==> config.mk <==
export PLATFORM = sky130hd
export DESIGN_NAME = tff_count_ctrl
export DESIGN_NICKNAME = d
export VERILOG_FILES = /design/src/rtl/tff_ctrl_pkg.sv /design/src/rtl/t_flipflop.sv /design/src/rtl/tff_toggle_gen.sv /design/src/rtl/tff_count_ctrl.sv
export SDC_FILE = /design/constraint.sdc
export NUM_CORES = 1
export LEC_CHECK = 0
export ABC_CLOCK_PERIOD_IN_PS = 2300
export BUFFER_PORTS_ARGS = -buffer_cell sky130_fd_sc_hd__buf_2
export CAP_MARGIN = 5
export CELL_PAD_IN_SITES_DETAIL_PLACEMENT = 1
export CELL_PAD_IN_SITES_GLOBAL_PLACEMENT = 2
export CORE_MARGIN = 3
export CORE_UTILIZATION = 26
export DETAILED_ROUTE_END_ITERATION = 6
export HOLD_SLACK_MARGIN = 0.05
export MAX_ROUTING_LAYER = met4
export PLACE_DENSITY_LB_ADDON = 0.08
export SLEW_MARGIN = 10
export SYNTH_ARGS = -nofsm -noshare
export SYNTH_HDL_FRONTEND = slang
export SYNTH_HIERARCHICAL = 1
export SYNTH_SLANG_ARGS = --single-unit
==> constraint.sdc <==
create_clock -name clk -period 2.3 [get_ports clk]
set_input_delay 0.115 -clock clk [delete_from_list [all_inputs] [get_ports clk]]
set_output_delay 0.115 -clock clk [all_outputs]
set_load 0.02 [all_outputs]
==> src/rtl/tff_ctrl_pkg.sv <==
// Shared types and constants for the T flip-flop counter controller.
// Controller states and the per-cycle toggle-generation mode.
package tff_ctrl_pkg;

    localparam int unsigned WidthMin = 2;
    localparam int unsigned WidthMax = 16;

    typedef enum logic [1:0] {
        StIdle = 2'b00,
        StRun  = 2'b01,
        StDone = 2'b10
    } state_e;

    typedef enum logic [1:0] {
        ModeHold = 2'b00,
        ModeStep = 2'b01,
        ModeLoad = 2'b10
    } mode_e;

endpackage

==> src/rtl/t_flipflop.sv <==
// Single T flip-flop cell with synchronous active-high reset.
// On each clock edge, Q toggles when t is high.
module t_flipflop (
    input  logic clk,
    input  logic rst,
    input  logic t,
    output logic q,
    output logic qn
);

    always_ff @(posedge clk) begin
        if (rst) begin
            q <= 1'b0;
        end else begin
            q <= q ^ t;
        end
    end

    assign qn = ~q;

endmodule

==> src/rtl/tff_toggle_gen.sv <==
// Combinational toggle-vector generator for an array of T flip-flops.
// Produces the per-bit toggles for an up/down step, for a load of target, or for a hold.
module tff_toggle_gen
    import tff_ctrl_pkg::*;
#(
    parameter int unsigned WIDTH = 4
) (
    input  logic [WIDTH-1:0] count,
    input  logic             up,
    input  mode_e            mode,
    input  logic [WIDTH-1:0] target,
    output logic [WIDTH-1:0] t
);

    logic run;

    always_comb begin
        t   = '0;
        run = 1'b1;
        unique case (mode)
            ModeStep: begin
                // A bit toggles when every lower bit is all-ones (up) or all-zeros (down).
                for (int i = 0; i < int'(WIDTH); i++) begin
                    t[i] = run;
                    run  = run & (up ? count[i] : ~count[i]);
                end
            end
            ModeLoad: t = count ^ target;
            default:  t = '0;
        endcase
    end

endmodule

==> src/rtl/tff_count_ctrl.sv <==
// Programmable up/down counter built from T flip-flop cells.
// Supports load, terminal-count detection and one-shot or auto-reload modes.
module tff_count_ctrl
    import tff_ctrl_pkg::*;
#(
    parameter int unsigned WIDTH = 4
) (
    input  logic             clk,
    input  logic             rst,
    input  logic             start,
    input  logic             stop,
    input  logic             en,
    input  logic             up,
    input  logic             auto_reload,
    input  logic             load_en,
    input  logic [WIDTH-1:0] load_val,
    input  logic [WIDTH-1:0] limit,
    output logic [WIDTH-1:0] count,
    output logic             busy,
    output logic             done,
    output logic             tc
);

    state_e           state_q, state_d;
    logic             tc_q, tc_d;
    mode_e            mode;
    logic [WIDTH-1:0] target;
    logic [WIDTH-1:0] toggle;
    logic [WIDTH-1:0] q_vec;
    logic [WIDTH-1:0] qn_unused;
    logic             terminal;
    logic [WIDTH-1:0] reload_val;

    assign terminal   = up ? (q_vec == limit) : (q_vec == '0);
    assign reload_val = up ? '0 : limit;

    always_comb begin
        state_d = state_q;
        tc_d    = 1'b0;
        mode    = ModeHold;
        target  = '0;
        unique case (state_q)
            StIdle: begin
                if (load_en) begin
                    mode   = ModeLoad;
                    target = load_val;
                end
                if (start) begin
                    state_d = StRun;
                end
            end
            StRun: begin
                if (stop) begin
                    state_d = StIdle;
                end else if (load_en) begin
                    mode   = ModeLoad;
                    target = load_val;
                end else if (en) begin
                    if (terminal) begin
                        tc_d = 1'b1;
                        if (auto_reload) begin
                            mode   = ModeLoad;
                            target = reload_val;
                        end else begin
                            state_d = StDone;
                        end
                    end else begin
                        mode = ModeStep;
                    end
                end
            end
            StDone: begin
                if (stop) begin
                    state_d = StIdle;
                end else begin
                    // An explicit load takes precedence over the restart value.
                    if (load_en) begin
                        mode   = ModeLoad;
                        target = load_val;
                    end else if (start) begin
                        mode   = ModeLoad;
                        target = reload_val;
                    end
                    if (start) begin
                        state_d = StRun;
                    end
                end
            end
            default: state_d = StIdle;
        endcase
    end

    always_ff @(posedge clk) begin
        if (rst) begin
            state_q <= StIdle;
            tc_q    <= 1'b0;
        end else begin
            state_q <= state_d;
            tc_q    <= tc_d;
        end
    end

    tff_toggle_gen #(
        .WIDTH(WIDTH)
    ) u_toggle_gen (
        .count (q_vec),
        .up    (up),
        .mode  (mode),
        .target(target),
        .t     (toggle)
    );

    for (genvar i = 0; i < int'(WIDTH); i++) begin : g_cell
        t_flipflop u_cell (
            .clk(clk),
            .rst(rst),
            .t  (toggle[i]),
            .q  (q_vec[i]),
            .qn (qn_unused[i])
        );
    end

    assign count = q_vec;
    assign busy  = (state_q == StRun);
    assign done  = (state_q == StDone);
    assign tc    = tc_q;

endmodule
==> impl_metrics.csv, run 1 <==
group,metric,value,unit
run_status,outcome,"completed",
synth,synth_cells,88,
die,die_y,57.50,um
drt,ant_nets,0,
die,boundaryPins,23,
clock_tree,clock_sinks,7,
placed_design,place_ws,0.1106,ns
critical_path,crit_required,2.44,ns
grt,grt-ovfl-total,0,
die,placementRows,18,
clock_tree,root_buffer,"clkbuf_4",
pwr,pwr_density_cell,416.6,nW/um2
layout,diodes,0,
min_path,whs_path_depth,2,
drt,drtIter0Drc,16,
timing,setup_ws,0.1428,ns
clock_tree,hold_buffers,0,
critical_path,r2r_start,"state_q[1]",
critical_path,r2r_cells,9,
drt,post-route-drc-count,0,
placed_design,dpl.cell_count,147,
pwr,pwr-share-clk,0.290,
run,drv_cap,0,
layout,fin_util,0.3689,
synth,synth_area_per_cell,7.834,um2
critical_path,cp.arrival,2.30,ns
clock_tree,cts_made_buffers,3,
clock_tree,htreeDepth,1,
grt,antenna_found_initial,0,
drt,wl_per_cell,14.28,um
layout,num-nets-final,140,
layout,drive_gt1_frac,0.3058,
timing,finClkSkew,0.003096,ns
timing,finalCritPeriodShare,0.9379,
critical_path,start_kind,"register",
timing,finalHoldViolCount,0,
drt,viasPerCell,5.033,
min_path,hp-class,"input port to register",
layout,area_growth,33.76,%
min_path,hold_end,"g_cell[2].u_cell/q",
pwr,seqPwrFrac,0.342,
critical_path,path_max_fanout,4,
grt,grt_pass1_vias,791,
pwr,p_leak,0.4519,nW
clock_tree,cts_max_path_buffers,2,
placed_design,gp_congestion,0.7903,
clock_tree,cts.clk_slew.worst_paths,0.05,ns
pwr,swShare,0.3348,
critical_path,critPathCaptureType,"register",
timing,min_period,2.157,ns
clock_tree,clkLatencyLatePin,0.25,ns
pwr,total_power,0.3842,mW
timing,rsz0062_at_grt,"false",
timing,slew_viol_final,0,
min_path,hold_start,"rst",
clock_tree,post_cts_buffers,0,
timing,fin_tns_setup,0,ns
grt,grt_pass1_wl,3719,um
die,core,2500,um2
drt,totalWireLength,2156,um
die,die_area,3306,um2
timing,tightest_slew,0.3701,ns
clock_tree,cts_tree,"done",
drt,num_vias,760,
pwr,p_int,0.2556,mW
layout,fillers,326,
pwr,pwr-share-comb,0.368,
layout,instances_no_fill,151,
synth,synth_area,689.4,um2
drt,firstDrtPassIters,3,
grt,track_usage,0.1467,
critical_path,path_class,"register to register",
pwr,peakVddDrop,0.2945,mV
timing,setup_viol,0,
die,start_util,0.2758,
grt,grt_max_degree,10,
synth,syn_nets,106,
timing,clock.fmax,0.4636,GHz
synth,yosys_warnings,6,
timing,timing.slew.headroom,0.7469,
critical_path,r2r_setup_slack,0.14,ns
die,die_x,57.50,um
critical_path,r2r_end,"g_cell[3].u_cell/q",
placed_design,portBuffers,22,
pwr,p_switching,0.1286,mW
placed_design,hpwl,1778,um
==> area by class of cell <==
type,count,area [um2],share of cell area
clock buffer,4,26.28,0.02849
inverter,6,22.52,0.02442
multi-input combinational,75,533.0,0.5780
sequential,7,140.1,0.1520
tap,30,37.54,0.04071
timing repair buffer,29,162.7,0.1764
==> worst max-delay path by stage <==
stage                            start                  to  slack (ns)  cells after the start
CTS                 g_cell[3].u_cell/q  g_cell[3].u_cell/q        0.09                      9
global route                state_q[1]  g_cell[3].u_cell/q       0.004                      9
floorplan           g_cell[0].u_cell/q  g_cell[2].u_cell/q        0.21                      9
global placement            state_q[1]  g_cell[1].u_cell/q        0.15                      9
detailed placement  g_cell[0].u_cell/q  g_cell[1].u_cell/q        0.11                      9
finish                      state_q[1]  g_cell[3].u_cell/q        0.14                      9
==> through the flow <==
step / area [um2] / hold slack, ns
final: 922.1 / 0.1348
after global routing: 922.1 / 0.1485
after CTS: 915.9 / 0.1356
after detailed placement: 889.6 / 0.4026
after global placement: 889.6 / 0.3981
after floorplan: 689.4 / 0.1874
==> timing repair <==
item | 4_1_cts | 5_1_grt
resized for setup | 0 | 1
endpoints found under the hold margin | 0 | 0
endpoints found under the setup margin | 0 | 4
==> cell usage in the layout (no fill, tap or decap), drive strengths merged, types with 2 or more instances in the layout <==
cell,instances
and2,2
nand2b,4
buf,29
xor2,7
nor4,2
dfxtp,7
nor2,10
o21ai,2
ha,2
a21oi,10
a22o,4
a21o,3
nand2,4
inv,6
clkbuf,4
nor3,3
xnor2,6
==> critical path, cell delays in order, from the launching register on <==
cell and delay, ns:
dfxtp_1 0.30, nand2b_1 0.17, or3_4 0.41, o41ai_4 0.31
a22o_1 0.21, xor2_1 0.17, nand2_1 0.08, a21oi_1 0.20
xnor2_1 0.14, nor2_1 0.05
==> power by group through the flow <==
stage          sequential, mW  combinational [mW]  clock (mW)
4_1_cts                 0.131               0.142       0.115
3_3_place_gp            0.134               0.141           0
2_1_floorplan           0.142              0.0757           0
6_report                0.132               0.141       0.111
5_1_grt                 0.132               0.159       0.123
3_5_place_dp            0.134               0.141           0
==> flip-flops by register name, indices dropped and copies added (netlist names) <==
name	cells
tc	1
state_q	2
g_cell.u_cell/q	4
==> metal layers <==
metal | track usage | part of all wire | vias up
met2 | 0.2145 | 0.42 | 17
met1 | 0.2014 | 0.51 | 358
met3 | 0.03620 | 0.053 | 4
met5 | - | 0 | -
met4 | 0.03642 | 0.012 | 0
li1 | - | - | 381
(Power assumes the default switching activity.)
==> inputs of run 2 (changes only) <==
--- a/config.mk
+++ b/config.mk
@@ -5,11 +5,11 @@
 export SDC_FILE = /design/constraint.sdc
 export NUM_CORES = 1
 export LEC_CHECK = 0
-export ABC_CLOCK_PERIOD_IN_PS = 2300
+export ABC_CLOCK_PERIOD_IN_PS = 2550
 export BUFFER_PORTS_ARGS = -buffer_cell sky130_fd_sc_hd__buf_2
 export CAP_MARGIN = 5
 export CELL_PAD_IN_SITES_DETAIL_PLACEMENT = 1
-export CELL_PAD_IN_SITES_GLOBAL_PLACEMENT = 2
+export CELL_PAD_IN_SITES_GLOBAL_PLACEMENT = 1
 export CORE_MARGIN = 3
 export CORE_UTILIZATION = 26
 export DETAILED_ROUTE_END_ITERATION = 6
==> constraint.sdc (replaced) <==
create_clock -name clk -period 2.55 [get_ports clk]
set_input_delay 0.1275 -clock clk [delete_from_list [all_inputs] [get_ports clk]]
set_output_delay 0.1275 -clock clk [all_outputs]
set_load 0.02 [all_outputs]
==> impl_metrics.csv, run 2 (same netlist as run 1, synthesis figures left out) <==
group,metric,value,unit
timing,timing.slew.headroom,0.7498,
timing,rsz0062_at_grt,"false",
layout,final_cell_area,878.3,um2
clock_tree,clock_sinks,7,
critical_path,path_class,"register to register",
critical_path,r2r_setup_slack,0.28,ns
timing,finClkSkew,0.003647,ns
clock_tree,cts_tree,"done",
critical_path,cp.arrival,2.41,ns
drt,wl_per_cell,13.95,um
drt,viasPerCell,5.123,
die,boundaryPins,23,
critical_path,startpoint,"state_q[0]",
critical_path,crit_required,2.69,ns
die,core,2500,um2
layout,drive_gt1_frac,0.2672,
timing,slew_viol_final,0,
run,drv_cap,0,
clock_tree,cts.clk_slew.worst_paths,0.05,ns
drt,firstDrtPassIters,4,
pwr,p_int,0.2245,mW
clock_tree,root_buffer,"clkbuf_4",
timing,fin_tns_setup,0,ns
grt,grt_pass1_wl,3401,um
timing,setup_viol,0,
timing,finalHoldViolCount,0,
clock_tree,cts_max_path_buffers,2,
critical_path,path_max_fanout,9,
pwr,total_power,0.3362,mW
die,die_x,57.50,um
critical_path,critPathCaptureType,"register",
critical_path,r2r_cells,9,
grt,grt_pass1_vias,764,
layout,layout_common_cells,"buf_2, nor2_1, a21oi_1, xor2_1, dfxtp_1",
critical_path,r2r_start,"state_q[0]",
grt,track_usage,0.1339,
drt,totalWireLength,2037,um
pwr,swShare,0.3323,
run_status,outcome,"completed",
clock_tree,ctsResizeCount,0,
pwr,pwr_density_cell,382.8,nW/um2
timing,hold_ws,0.1400,ns
die,start_util,0.2758,
clock_tree,cts_made_buffers,3,
min_path,hold_start,"rst",
critical_path,r2r_end,"g_cell[2].u_cell/q",
placed_design,hpwl,1642,um
placed_design,gp_congestion,0.7018,
pwr,p_switching,0.1117,mW
layout,num-nets-final,135,
pwr,pwr-share-clk,0.296,
pwr,seqPwrFrac,0.365,
clock_tree,clkLatencyLatePin,0.25,ns
clock_tree,post_cts_buffers,0,
drt,num_vias,748,
placed_design,portBuffers,22,
layout,area_growth,27.40,%
critical_path,critPathCapture,"g_cell[2].u_cell/q",
drt,drtIter0Drc,16,
layout,mostFrequentLayoutCell,"buf_2",
drt,post-route-drc-count,0,
die,die_area,3306,um2
critical_path,start_kind,"register",
grt,antenna_found_initial,0,
die,placementRows,18,
pwr,p_leak,0.4239,nW
layout,largest_reg_flops,4,
min_path,hp-class,"input port to register",
clock_tree,hold_buffers,0,
pwr,pwr-share-comb,0.339,
grt,grt_max_degree,10,
timing,clock.fmax,0.4397,GHz
die,die_y,57.50,um
layout,fillers,315,
timing,tightest_slew,0.3725,ns
clock_tree,htreeDepth,1,
pwr,peakVddDrop,0.2689,mV
timing,min_period,2.274,ns
layout,multi_input_area,526.8,um2
layout,seqCellArea,140.1,um2
grt,grt-ovfl-total,0,
drt,ant_nets,0,
timing,finalCritPeriodShare,0.8919,
placed_design,dpl_cell_area,852.1,um2
layout,diodes,0,
layout,fin_util,0.3514,
layout,top_register,"g_cell.u_cell/q",
==> run 2: cell count changes in the layout (fill, tap and decap cells not counted) <==
cell	before	now
buf_4	7	2
nor4_1	0	1
nor4_2	2	1
==> run 2: layer usage <==
layer	share of wire	track usage
met5	0	-
met4	0.0025	0.04967
met3	0.065	0.03167
met2	0.43	0.1919
met1	0.50	0.1812
==> run 2: power by group through the flow <==
stage | Clock, mW | Sequential [mW] | Combinational, mW
6_report | 0.0996 | 0.123 | 0.114
3_3_place_gp | 0 | 0.125 | 0.115
3_5_place_dp | 0 | 0.125 | 0.114
4_1_cts | 0.106 | 0.123 | 0.115
5_1_grt | 0.114 | 0.124 | 0.127
2_1_floorplan | 0 | 0.128 | 0.0683
==> run 2: layout make-up <==
cell class / count / area share
clock buffers: 4 / 0.02991
inverters: 6 / 0.02564
multi-input cells: 75 / 0.5997
flip-flops and latches: 7 / 0.1595
well taps: 30 / 0.04274
repair buffers: 24 / 0.1425
==> run 2: how the worst min path moves through the flow <==
| stage | end | slack [ns] | cells after the start |
|---|---|---|---|
| floorplan | g_cell[0].u_cell/q | 0.20 | 1 |
| global placement | g_cell[1].u_cell/q | 0.40 | 2 |
| detailed placement | g_cell[2].u_cell/q | 0.41 | 2 |
| CTS | g_cell[3].u_cell/q | 0.14 | 2 |
| global route | g_cell[2].u_cell/q | 0.14 | 2 |
| finish | g_cell[3].u_cell/q | 0.14 | 2 |
==> run 2: per-stage QoR <==
stage	setup slack, ns	cells
2_1_floorplan	0.4550	88
3_3_place_gp	0.2507	142
3_5_place_dp	0.2853	142
4_1_cts	0.2488	146
5_1_grt	0.02127	146
6_report	0.2757	146
==> run 2: worst max-delay path: stages (launching register included) <==
cell and delay, ns:
dfxtp_1 0.46, nand2b_1 0.14, or3_4 0.41, o41ai_4 0.30, a22o_1 0.20, xor2_1 0.15, nand2_1 0.07, a21oi_1 0.24
xnor2_1 0.15, nor2_1 0.05
